<file path="src/rtl/systolic_pkg.sv">
// Shared types and pixel normalisation for the brightness systolic array.
package systolic_pkg;

  localparam int unsigned NumCols      = 4;
  localparam int unsigned AccWidth     = 24;
  localparam int unsigned PixWidth     = 8;
  localparam int unsigned AccShift     = 4;
  localparam int unsigned RowFifoDepth = 4;

  typedef logic [AccWidth-1:0] acc_t;
  typedef logic [PixWidth-1:0] pix_t;
  typedef pix_t [NumCols-1:0]  row_t;

  typedef enum logic [0:0] {StIdle, StCapt} cap_state_e;

  // Round-half-up, shift, then saturate; the extra sum bit keeps large accumulators from wrapping.
  function automatic pix_t sat_shift(acc_t acc, int unsigned shift);
    logic [AccWidth:0] rnd;
    logic [AccWidth:0] sum;
    pix_t              res;
    rnd = (shift > 0) ? ((AccWidth+1)'(1) << (shift - 1)) : '0;
    sum = ({1'b0, acc} + rnd) >> shift;
    res = (|sum[AccWidth:PixWidth]) ? '1 : sum[PixWidth-1:0];
    return res;
  endfunction

endpackage

</file>
<file path="src/rtl/drain_row_fifo.sv">
// Row FIFO between the capture FSM and the pixel serializer.
module drain_row_fifo
  import systolic_pkg::*;
#(
  parameter int unsigned Depth = RowFifoDepth
) (
  input  logic                   clk_i,
  input  logic                   rst_ni,
  input  logic                   clear_i,
  input  logic                   push_i,
  input  row_t                   push_row_i,
  input  logic                   pop_i,
  output row_t                   head_o,
  output logic                   full_o,
  output logic                   empty_o,
  output logic [$clog2(Depth):0] count_o
);

  localparam int unsigned AW = $clog2(Depth);

  logic [AW:0] wr_ptr_q, rd_ptr_q;
  row_t        mem_q [Depth];
  logic        do_push, do_pop;

  assign count_o = wr_ptr_q - rd_ptr_q;
  assign empty_o = (wr_ptr_q == rd_ptr_q);
  assign full_o  = (count_o == (AW+1)'(Depth));
  assign head_o  = mem_q[rd_ptr_q[AW-1:0]];

  // A push into a full FIFO is legal only when the head leaves on the same edge.
  assign do_push = push_i && (!full_o || pop_i);
  assign do_pop  = pop_i && !empty_o;

  always_ff @(posedge clk_i or negedge rst_ni) begin
    if (!rst_ni) begin
      wr_ptr_q <= '0;
      rd_ptr_q <= '0;
    end else if (clear_i) begin
      wr_ptr_q <= '0;
      rd_ptr_q <= '0;
    end else begin
      if (do_push) wr_ptr_q <= wr_ptr_q + (AW+1)'(1);
      if (do_pop)  rd_ptr_q <= rd_ptr_q + (AW+1)'(1);
    end
  end

  always_ff @(posedge clk_i) begin
    if (do_push && !clear_i) mem_q[wr_ptr_q[AW-1:0]] <= push_row_i;
  end

endmodule

</file>
<file path="src/rtl/systolic_drain.sv">
// Captures skewed column results into rows, buffers them, and streams pixels out.
module systolic_drain
  import systolic_pkg::*;
#(
  parameter int unsigned COLS       = NumCols,
  parameter int unsigned ACC_WIDTH  = AccWidth,
  parameter int unsigned PIX_WIDTH  = PixWidth,
  parameter int unsigned SHIFT      = AccShift,
  parameter int unsigned FIFO_DEPTH = RowFifoDepth
) (
  input  logic                          clk,
  input  logic                          reset,
  input  logic                          clear,
  input  logic                          capture_start,
  input  logic [COLS*ACC_WIDTH-1:0]     acc_in,
  output logic [PIX_WIDTH-1:0]          pix_out,
  output logic                          pix_valid,
  output logic                          pix_last,
  input  logic                          pix_ready,
  output logic                          busy,
  output logic                          overflow,
  output logic [$clog2(FIFO_DEPTH):0]   fifo_count
);

  localparam int unsigned ColW = $clog2(COLS);

  cap_state_e      state_q, state_d;
  logic [ColW-1:0] col_idx_q, col_idx_d;
  logic [ColW-1:0] out_idx_q, out_idx_d;
  row_t            row_q, row_d, push_row, head_row;
  logic            ovf_q, ovf_d;
  logic            push, pop, full, empty, start_err, drop, hs, col_last, out_last;
  acc_t            col_acc, acc0;

  assign col_acc  = acc_in[col_idx_q*ACC_WIDTH +: ACC_WIDTH];
  assign acc0     = acc_in[ACC_WIDTH-1:0];
  assign col_last = (col_idx_q == ColW'(COLS - 1));

  always_comb begin
    state_d   = state_q;
    col_idx_d = col_idx_q;
    row_d     = row_q;
    push_row  = row_q;
    push      = 1'b0;
    start_err = 1'b0;
    case (state_q)
      StIdle: begin
        if (capture_start) begin
          row_d[0]  = sat_shift(acc0, SHIFT);
          col_idx_d = ColW'(1);
          state_d   = StCapt;
        end
      end
      StCapt: begin
        push_row[col_idx_q] = sat_shift(col_acc, SHIFT);
        row_d               = push_row;
        if (col_last) begin
          push = 1'b1;
          // A start on the closing edge chains straight into the next row.
          if (capture_start) begin
            row_d[0]  = sat_shift(acc0, SHIFT);
            col_idx_d = ColW'(1);
          end else begin
            col_idx_d = '0;
            state_d   = StIdle;
          end
        end else begin
          col_idx_d = col_idx_q + ColW'(1);
          start_err = capture_start;
        end
      end
      default: state_d = StIdle;
    endcase
    if (clear) begin
      state_d   = StIdle;
      col_idx_d = '0;
      push      = 1'b0;
    end
  end

  assign pix_valid = !empty;
  assign out_last  = (out_idx_q == ColW'(COLS - 1));
  assign pix_out   = pix_valid ? head_row[out_idx_q] : '0;
  assign pix_last  = pix_valid && out_last;
  assign hs        = pix_valid && pix_ready;
  assign pop       = hs && out_last;
  assign drop      = push && full && !pop;
  assign busy      = (state_q == StCapt);
  assign overflow  = ovf_q;

  always_comb begin
    out_idx_d = out_idx_q;
    if (hs) out_idx_d = out_last ? '0 : out_idx_q + ColW'(1);
    if (clear) out_idx_d = '0;
    ovf_d = clear ? 1'b0 : (ovf_q | start_err | drop);
  end

  always_ff @(posedge clk or negedge reset) begin
    if (!reset) begin
      state_q   <= StIdle;
      col_idx_q <= '0;
      out_idx_q <= '0;
      row_q     <= '0;
      ovf_q     <= 1'b0;
    end else begin
      state_q   <= state_d;
      col_idx_q <= col_idx_d;
      out_idx_q <= out_idx_d;
      row_q     <= row_d;
      ovf_q     <= ovf_d;
    end
  end

  drain_row_fifo #(
    .Depth(FIFO_DEPTH)
  ) u_fifo (
    .clk_i     (clk),
    .rst_ni    (reset),
    .clear_i   (clear),
    .push_i    (push),
    .push_row_i(push_row),
    .pop_i     (pop),
    .head_o    (head_row),
    .full_o    (full),
    .empty_o   (empty),
    .count_o   (fifo_count)
  );

endmodule

</file>
<file path="config.mk">
export PLATFORM = sky130hd
export DESIGN_NAME = systolic_drain
export DESIGN_NICKNAME = d
export VERILOG_FILES = /design/src/rtl/systolic_pkg.sv /design/src/rtl/drain_row_fifo.sv /design/src/rtl/systolic_drain.sv
export SDC_FILE = /design/constraint.sdc
export NUM_CORES = 1
export LEC_CHECK = 0
export ABC_CLOCK_PERIOD_IN_PS = 4620
export BUFFER_PORTS_ARGS = -buffer_cell sky130_fd_sc_hd__buf_2
export CAP_MARGIN = 20
export CORE_MARGIN = 2
export CORE_UTILIZATION = 58
export CTS_CLUSTER_SIZE = 24
export DETAILED_ROUTE_END_ITERATION = 8
export GPL_ROUTABILITY_DRIVEN = 0
export PLACE_DENSITY_LB_ADDON = 0.25
export RECOVER_POWER = 100
export SETUP_SLACK_MARGIN = 0.3
export SYNTH_ARGS = -nofsm -noshare
export SYNTH_HDL_FRONTEND = slang
export SYNTH_SLANG_ARGS = --single-unit
export TNS_END_PERCENT = 5
</file>
<file path="constraint.sdc">
create_clock -name clk -period 4.62 [get_ports clk]
set_clock_uncertainty 0.1 [all_clocks]
set_input_delay 0.231 -clock clk [delete_from_list [all_inputs] [get_ports clk]]
set_output_delay 0.231 -clock clk [all_outputs]
set_load 0.01 [all_outputs]
</file>
==> metrics.txt, run 1 <==
Setup crit start kind=flop; sequential fraction of design power=50.9%; asr flop ratio synth=between 20% and 30%; core area=approximately 0.014 sq mm; Total GRT Usage=24.6%; Clock Power Share=between 40% and 50%; WP buf/inv=2; Vias=~5500; FP Rows=44; clk sink count=172; Die Span Y=124 um; first-pass GRT wire length=just under 30000 um; fin util=between 60% and 70%; CP Launch Point=col_idx_q[0]; clk buf depth=2; Worst path max stage delay=0.78 ns; CTS tree=yes; final net count=800; vias in the first global route=roughly 5600; #FFs+latches synth=approximately 170; family with the most delay on the worst path=simple AND/OR/NAND/NOR gates; wire length per cell=20.8 um; Post-Syn Instances=576; initial antenna violation count=0; Die W=124 um; sequential area share after synthesis=slightly below 60%; Filler cells=a little under 1000; insertion delay to the later sink of the worst-skew pair=between 0.4 and 0.5 ns; CTS clk-pin slew, worst paths=approximately 0.060 ns; unique cell type count in the Yosys netlist=55; gr ovfl total=0; Worst path slowest cell=and2_0; CP arrival=4.04 ns; Max IR drop VDD=~240 uV; fmax=0.244 GHz; pre-CTS setup slack=0.561 ns; Synth area leaders=edfxtp_1, mux4_2, dfrtp_1, nor2_1, a31oi_1; Yosys warnings=0; top cell type by total area after synthesis=edfxtp_1; status=finished with violations; Slew HR=-4.53%; DRT iter0 DRCs=530; combinational fraction of design power=under 10%; final antenna-violating net count=0; worst r2r src=col_idx_q[0]; area of the mapped netlist=0.00842 sq mm; I/O pin cnt=116; DRC viols=0; Post-synth EDFFs=roughly 130; Req. time, crit path=about 4.6 ns; CTS Buf Count=17; Slew Viols, Final=29; min Tclk post-route=between 4 and 5 ns; final worst path period share=approximately nine tenths; share of layout cells above drive strength 1=roughly 28%; Crit path top cell by count=and2_0; HPWL after DPL=12000 um; Lkg Pwr=~3.7 nW; CP endpoint kind=flop; IO Port Bufs=slightly above 100; violated checks=capacitance limit, slew limit; Worst-Margin Slew=approximately 1.6 ns; Net Switching=a little over 0.7 mW; # Max-Cap Violations=1; Sw Ratio=roughly 22%; DR vias/cell=between 6 and 7; hold crit path type=primary input to flop; register area=between 0.004 and 0.005 sq mm; RSZ-0062 raised after global routing=false; PD cells=roughly 340 mW/mm^2; clock root cell=clkbuf_16; crit-path cells=buf_4 > ha_1 > and2_0 > and2_0 > nor2b_1 > and2_1 > clkbuf_2; syn avg cell area=about 15 sq um; Area Growth Syn to Fin=15.2%; multi-input logic area=about 0.0033 sq mm; Starting Density=58.6%; drt total wl=roughly 18000 um; H-tree level count=4; Worst Hold Launch=clear; Synth top area share=45.7%; CP Class=flop to flop; ANT cells=0; largest net degree at the start of global routing=45; setup slack after layout=about 0.53 ns; final setup fails=0; Mapped Nets=around 690; final hold violations=0; Post-Route Setup TNS=0 ns; Die ar.=about 0.015 sq mm; Top FF cell, synth=edfxtp_1; CP Max Fanout=32; Internal=between 2 and 3 mW; Pre-Repair DR Iteration Count=5
## worst paths after layout
kind | to | slack [ns] | depth (start not counted)
max | u_fifo.mem_q[1][2] | 0.53 | 7
min | busy | 0.04 | 2
max reg2reg | u_fifo.mem_q[1][2] | 0.53 | 7
min reg2reg | overflow | 0.41 | 2
max in group asynchronous | u_fifo.rd_ptr_q[0] | 1.98 | 3
min in group asynchronous | row_q[24] | 0.38 | 2
## layout by cell type, fill, tap and decap left out, types with 3 or more instances in the layout
| cell type | netlist | routed |
|---|---|---|
| mux2i_1 | 5 | 5 |
| xor2_1 | 9 | 9 |
| nor3_1 | 7 | 7 |
| clkinv_2 | 0 | 3 |
| and2_1 | 16 | 10 |
| and4_1 | 5 | 5 |
| and3_1 | 3 | 3 |
| clkbuf_1 | 12 | 16 |
| nor2_1 | 81 | 81 |
| clkbuf_16 | 0 | 17 |
| nand4_1 | 6 | 6 |
| buf_4 | 3 | 10 |
| nand2_1 | 20 | 20 |
| mux4_2 | 61 | 61 |
| ha_1 | 14 | 14 |
| and2_0 | 1 | 7 |
| nor4_1 | 4 | 4 |
| inv_1 | 16 | 16 |
| nor2b_1 | 4 | 4 |
| edfxtp_1 | 128 | 128 |
| dlygate4sd3_1 | 0 | 3 |
| or4_1 | 3 | 3 |
| a31oi_1 | 28 | 28 |
| dfrtp_1 | 44 | 43 |
| o21ai_0 | 5 | 5 |
| xnor2_1 | 15 | 15 |
| nand3_1 | 9 | 9 |
| a41oi_1 | 15 | 15 |
| buf_2 | 5 | 90 |
| a21oi_1 | 8 | 8 |
| o22ai_1 | 8 | 8 |
## metal layers
metal | global-route usage, % | up-vias | part of all wire [%]
met5 | 0 | - | 0
met4 | 9.52 | 0 | 1.8
met3 | 4.98 | 31 | 6.9
met2 | 40.8 | 256 | 50
met1 | 32.5 | 2767 | 41
li1 | - | 2494 | -
## logic make-up (layout without fill, tap and decap cells)
family	after synthesis	after routing	synth area share (%)
AOI/OAI and AO/OA	81	81	6.82
buffers and inverters	46	167	2.35
DFF	172	172	58.8
and+or+nand+nor	172	172	10.3
xor gates and xnor gates	24	24	2.50
muxes	66	66	16.9
adders and majority gates	15	15	2.32
## repair_timing
| action | CTS | global route |
|---|---|---|
| resized for setup | 0 | 1 |
| hold buffers | 3 | 0 |
| hold endpoints to repair | 46 | 0 |
| setup endpoints to repair | 0 | 4 |
| buffers inserted | 0 | 0 |
## worst register-to-register path, stage by stage (launching register included)
cell	delay, ns
dfrtp_1	0.75
buf_4	0.27
ha_1	0.26
and2_0	0.78
and2_0	0.39
nor2b_1	0.27
and2_1	0.17
clkbuf_2	0.72
## cell usage after synthesis, types with 2 or more instances
library cell	instances
and2_1	16
mux4_2	61
edfxtp_1	128
or4_1	3
a21oi_1	8
clkbuf_1	12
inv_1	16
nor4b_1	2
buf_2	5
or3_1	2
nor2_1	81
dfrtp_1	44
o31a_1	2
o22ai_1	8
nand2_1	20
nand3b_1	2
nor3_1	7
nand4_1	6
buf_4	3
a41oi_1	15
a21o_1	2
and3_1	3
and4_1	5
o21ai_0	5
nand3_1	9
a41o_1	2
xor2_1	9
mux2i_1	5
ha_1	14
nor4_1	4
a31oi_1	28
buf_1	9
xnor2_1	15
nor2b_1	4
## power groups by stage
stage                     combinational, mW  sequential [mW]  clock (mW)
after floorplan                       0.167             1.68           0
after global placement                0.253             1.69           0
after detailed placement              0.262             1.69           0
after CTS                             0.266             1.66        1.34
after global routing                  0.292             1.66        1.40
final                                 0.268             1.66        1.33
## through the flow
step	area, sq um	cells	power (mW)	hold slack, ns
finish	9690	881	3.25	0.0440
global route	9690	881	3.34	0.0511
CTS	9710	880	3.26	0.0232
detailed placement	9130	845	1.95	0.362
global placement	9130	845	1.94	0.359
floorplan	8420	576	1.85	-0.165
## area by class of cell
type / instances / area share (%)
inverter: 16 / 0.620
sequential: 172 / 51.0
tap: 184 / 2.37
clock buffer: 21 / 4.75
clock inverter: 11 / 0.968
timing repair buffer: 119 / 6.38
multi-input combinational: 358 / 33.9
## sequential cells by signal (all words and copies together) (netlist names)
name / count
col_idx_q: 2
u_fifo.rd_ptr_q: 3
row_q: 32
u_fifo.wr_ptr_q: 3
u_fifo.mem_q: 128
out_idx_q: 2
busy: 1
overflow: 1
(Power assumes the default switching activity.)
==> inputs of run 2 (changes only) <==
--- a/config.mk
+++ b/config.mk
@@ -14,7 +14,6 @@
 export DETAILED_ROUTE_END_ITERATION = 8
 export GPL_ROUTABILITY_DRIVEN = 0
 export PLACE_DENSITY_LB_ADDON = 0.25
-export RECOVER_POWER = 100
 export SETUP_SLACK_MARGIN = 0.3
 export SYNTH_ARGS = -nofsm -noshare
 export SYNTH_HDL_FRONTEND = slang
==> metrics.txt, run 2 (synthesized netlist as in run 1, its figures left out) <==
insertion delay to the later sink of the worst-skew pair=0.42 ns (about the same); max FFs per register=128 (unchanged); Crit path top cell by count=buf_4; CTS tree=yes; Post-Route Setup TNS=0 ns (unchanged); final net count=800 (unchanged); Setup crit start kind=flop; first-pass GRT wire length=29600 um (unchanged); min Tclk post-route=3.84 ns (-0.251 ns); hold crit path type=primary input to flop; share of layout cells above drive strength 1=30.4% (+2.2 points); # Max-Cap Violations=0 (-1); Pre-Repair DR Iteration Count=5 (unchanged); Max IR drop VDD=235 uV (-0.19%); R2R setup slack=0.78 ns (+0.25 ns); final antenna-violating net count=0 (unchanged); Post-CTS Setup Bufs=0 (unchanged); FP Rows=44 (unchanged); Worst path max stage delay=0.59 ns (-0.19 ns); DRC viols=0 (unchanged); pre-CTS setup slack=0.561 ns (unchanged); most used cells in the layout excluding fill and tap cells=edfxtp_1, buf_2, nor2_1, mux4_2, dfrtp_1; initial antenna violation count=0 (unchanged); fin util=67.7% (+0.27 points); RSZ-0062 raised after global routing=false; Total GRT Usage=24.6% (unchanged); Slew Viols, Final=0 (-100%); Starting Density=58.6% (unchanged); drt total wl=18300 um (-0.30%); Vias=5558 (+0.18%); ANT cells=0 (unchanged); Die W=124 um (unchanged); DR vias/cell=6.31 (+0.18%); Die ar.=0.0155 sq mm (unchanged); Req. time, crit path=4.59 ns (+0.02 ns); clk buf depth=2 (unchanged); commonest non-fill, non-tap cell in the layout=edfxtp_1; clk sink count=172 (unchanged); final setup fails=0 (unchanged); Lkg Pwr=3.78 nW (+1.9%); final worst path period share=83.2% (-5.4 points); final hold violations=0 (unchanged); Slew HR=53.6% (+58 points); status=finished, final reports clean; CP endpoint kind=flop; clock root cell=clkbuf_16; wire length per cell=20.8 um (-0.30%); CP Class=flop to flop; CTS Buf Count=17 (unchanged); Worst-Margin Slew=0.696 ns (-0.871 ns); DRT iter0 DRCs=540 (+1.9%); HPWL after DPL=12000 um (unchanged); IO Port Bufs=103 (unchanged); total design power=3.25 mW (about the same); H-tree level count=4 (unchanged); CTS clk-pin slew, worst paths=0.06 ns (about the same); fmax=0.260 GHz (+6.5%); Die Span Y=124 um (unchanged); Filler cells=976 (-0.91%); fin area=0.00973 sq mm (+0.40%); setup slack after layout=0.778 ns (+0.251 ns); CP arrival=3.81 ns (-0.23 ns); Area Growth Syn to Fin=15.7%; Worst path slowest cell=mux4_2; PD cells=334 mW/mm^2 (-0.34%); largest net degree at the start of global routing=45 (unchanged); crit-path cells=buf_4 > mux4_2 > nor4_1 > nor2_1 > or4_4 > nor3_4 > buf_4 > a41oi_1; I/O pin cnt=116 (unchanged); core area=0.0144 sq mm (unchanged); CP Max Fanout=40 (+25%); vias in the first global route=5645 (unchanged); gr ovfl total=0 (unchanged); dpl cell area=0.00913 sq mm (unchanged)
-- run 2: changes by cell type in the layout (fill, tap and decap cells not counted), sizes merged --
cell,delta
buf,+16
clkbuf,-16
-- run 2: area by class of cell --
cell class | instances | area, sq um | area share, %
multi-input cells | 358 | 3290 | 33.8
clock buffers | 21 | 460 | 4.73
flip-flops and latches | 172 | 4950 | 50.8
clock inverters | 11 | 93.8 | 0.964
repair buffers | 119 | 656 | 6.74
inverters | 16 | 60.1 | 0.617
well taps | 184 | 230 | 2.37
-- run 2: power breakdown --
group	internal, mW	switching, mW	total (mW)
sequential	1.65	0.00833	1.66
combinational	0.115	0.155	0.270
clock	0.766	0.560	1.33
total	2.53	0.723	3.25
-- run 2: critical path, delay by kind of cell, from the launching register on --
kind / cells / cell delay (ns)
muxes: 1 / 0.59
buffers and inverters: 2 / 0.69
DFF: 1 / 0.58
AOI/OAI and AO/OA: 1 / 0.37
and+or+nand+nor: 4 / 1.12
-- run 2: path summary, 6_finish.rpt --
path,endpoint,start,depth (start not counted)
setup / recovery,u_fifo.mem_q[2][5],col_idx_q[0],8
hold / removal,busy,clear,2
setup reg to reg,u_fifo.mem_q[2][5],col_idx_q[0],8
hold reg to reg,overflow,overflow,2
max in group asynchronous,row_q[22],reset,3
min in group asynchronous,row_q[24],reset,2
-- run 2: per-stage QoR --
stage                     hold slack (ns)  std cells
after global placement              0.359        845
final                              0.0405        881
after CTS                          0.0232        880
after detailed placement            0.362        845
after floorplan                    -0.165        576
after global routing               0.0511        881
-- run 2: repair_timing --
action                                  4_1_cts  5_1_grt
endpoints found under the setup margin        0        4
endpoints found under the hold margin        46        0
resized for setup                             0        1
hold buffers                                  3        0
-- run 2: layer usage --
layer | up-vias | share of wire [%] | global-route usage, %
met5 | - | 0 | 0
li1 | 2495 | - | -
met3 | 34 | 7.0 | 4.98
met4 | 0 | 1.8 | 9.52
met2 | 271 | 50 | 40.8
met1 | 2758 | 41 | 32.5
==> inputs of run 3 (changes only) <==
--- a/config.mk
+++ b/config.mk
@@ -5,7 +5,7 @@
 export SDC_FILE = /design/constraint.sdc
 export NUM_CORES = 1
 export LEC_CHECK = 0
-export ABC_CLOCK_PERIOD_IN_PS = 4620
+export ABC_CLOCK_PERIOD_IN_PS = 3700
 export BUFFER_PORTS_ARGS = -buffer_cell sky130_fd_sc_hd__buf_2
 export CAP_MARGIN = 20
 export CORE_MARGIN = 2
==> constraint.sdc (replaced) <==
create_clock -name clk -period 3.7 [get_ports clk]
set_clock_uncertainty 0.1 [all_clocks]
set_input_delay 0.185 -clock clk [delete_from_list [all_inputs] [get_ports clk]]
set_output_delay 0.185 -clock clk [all_outputs]
set_load 0.01 [all_outputs]
==> metrics.txt, run 3 (synthesized netlist as in run 1, its figures left out) <==
# Max-Cap Violations=0 (unchanged); FP Rows=44 (unchanged); Area Growth Syn to Fin=18.7%; insertion delay to the later sink of the worst-skew pair=0.42 ns (about the same); Worst-Margin Slew=0.890 ns (+0.193 ns); CTS Buf Count=17 (unchanged); CP arrival=3.36 ns (-0.45 ns); RSZ-0062 raised after global routing=true; Slew HR=40.3% (-13 points); fin util=69.5% (+1.8 points); core area=0.0144 sq mm (unchanged); HPWL after DPL=11800 um (-1.4%); Lkg Pwr=3.86 nW (+2.2%); Req. time, crit path=3.70 ns (-0.89 ns); Starting Density=58.6% (unchanged); drt total wl=18800 um (+2.6%); CP Class=flop to flop; vias in the first global route=5671 (+0.46%); largest net degree at the start of global routing=45 (unchanged); Die Span Y=124 um (unchanged); first-pass GRT wire length=29300 um (-1.0%); CTS tree=yes; IO Port Bufs=103 (unchanged); final hold violations=0 (unchanged); CP endpoint kind=flop; max FFs per register=128 (unchanged); CP Max Fanout=20 (-50%); Die W=124 um (unchanged); DRT iter0 DRCs=547 (+1.3%); DRC viols=0 (unchanged); final setup fails=0 (unchanged); Vias=5651 (+1.7%); gr ovfl total=0 (unchanged); fmax=0.298 GHz (+14%); status=finished, final reports clean; total design power=4.04 mW (+24%); share of layout cells above drive strength 1=33.2% (+2.8 points); PD cells=404 mW/mm^2 (+21%); Post-Route Setup TNS=0 ns (unchanged); ANT cells=0 (unchanged); clock root cell=clkbuf_16; min Tclk post-route=3.36 ns (-0.485 ns); clk sink count=172 (unchanged); Max IR drop VDD=280 uV (+19%); Pre-Repair DR Iteration Count=5 (unchanged); H-tree level count=4 (unchanged); final net count=811 (+1.4%); initial antenna violation count=0 (unchanged); commonest non-fill, non-tap cell in the layout=edfxtp_1; CTS clk-pin slew, worst paths=0.06 ns (about the same); Slew Viols, Final=0 (unchanged); I/O pin cnt=116 (unchanged); hold crit path type=primary input to flop; final antenna-violating net count=0 (unchanged); wire length per cell=21.1 um (+1.3%); Total GRT Usage=24.5% (-0.17 points); DR vias/cell=6.34 (+0.42%); clk buf depth=2 (unchanged); most used cells in the layout excluding fill and tap cells=edfxtp_1, buf_2, nor2_1, mux4_2, dfrtp_1; Setup crit start kind=flop; Post-Route Hold Slack=0.0820 ns (+0.0414 ns); Die ar.=0.0155 sq mm (unchanged); final worst path period share=90.7% (+7.6 points)
run 3: cell types whose count changed in the layout (fill, tap and decap cells not counted), moves of 3 or more:
cell / change
a31oi_2: +4
a41oi_2: +9
a41oi_1: -9
dlygate4sd3_1: +3
buf_12: +4
a31oi_1: -4
clkbuf_1: +3
run 3: path summary, 6_finish.rpt:
| check | startpoint | endpoint | slack, ns | depth (start not counted) |
|---|---|---|---|---|
| hold reg to reg | overflow | overflow | 0.42 | 2 |
| hold / removal | acc_in[11] | row_q[7] | 0.08 | 4 |
| max in group asynchronous | reset | col_idx_q[0] | 2.81 | 3 |
| min in group asynchronous | reset | row_q[8] | 0.16 | 2 |
| setup / recovery | col_idx_q[0] | u_fifo.mem_q[1][1] | 0.34 | 9 |
| setup reg to reg | col_idx_q[0] | u_fifo.mem_q[1][1] | 0.34 | 9 |
run 3: area by class of cell:
type	count	area (sq um)
repair buffers	130	821
well taps	184	230
clock inverters	6	36.3
multi-input cells	358	3390
flip-flops and latches	172	4950
inverters	16	60.1
fillers	920	4380
clock buffers	26	510
run 3: worst max-delay path: stages (launching register included):
cell	delay, ns
dfrtp_2	0.43
buf_12	0.19
mux4_2	0.59
nand2_1	0.17
nor3_1	0.11
and4b_1	0.21
or4_4	0.49
nor3_4	0.26
buf_12	0.22
a31oi_1	0.24
run 3: power breakdown:
part | switching (mW) | internal, mW | leakage [nW]
clock | 0.667 | 0.950 | 0.270
sequential | 0.00782 | 2.06 | 1.94
combinational | 0.204 | 0.154 | 1.66
total | 0.879 | 3.16 | 3.86
run 3: per-layer routing:
| layer | vias to the layer above | wire length, um | global-route usage, % |
|---|---|---|---|
| li1 | 2524 | - | - |
| met1 | 2771 | 7410 | 32.8 |
| met2 | 326 | 9500 | 41.0 |
| met3 | 30 | 1470 | 3.99 |
| met4 | 0 | 402 | 8.72 |
| met5 | - | 0 | 0 |
run 3: what timing repair did:
action / 4_1_cts / 5_1_grt
setup buffers: 1 / 1
endpoints found under the hold margin: 50 / 0
hold buffers: 6 / 0
gates resized for setup: 2 / 18
pin swaps: 1 / 4
setup endpoints to repair: 114 / 152
gates cloned: 0 / 2
run 3: metrics by stage:
step | instances | cell area [sq um] | setup slack, ns
3_5_place_dp | 849 | 9210 | 0.226
4_1_cts | 888 | 9840 | 0.226
2_1_floorplan | 576 | 8420 | 0.170
6_report | 892 | 9990 | 0.344
5_1_grt | 892 | 9990 | 0.233
3_3_place_gp | 849 | 9210 | 0.294
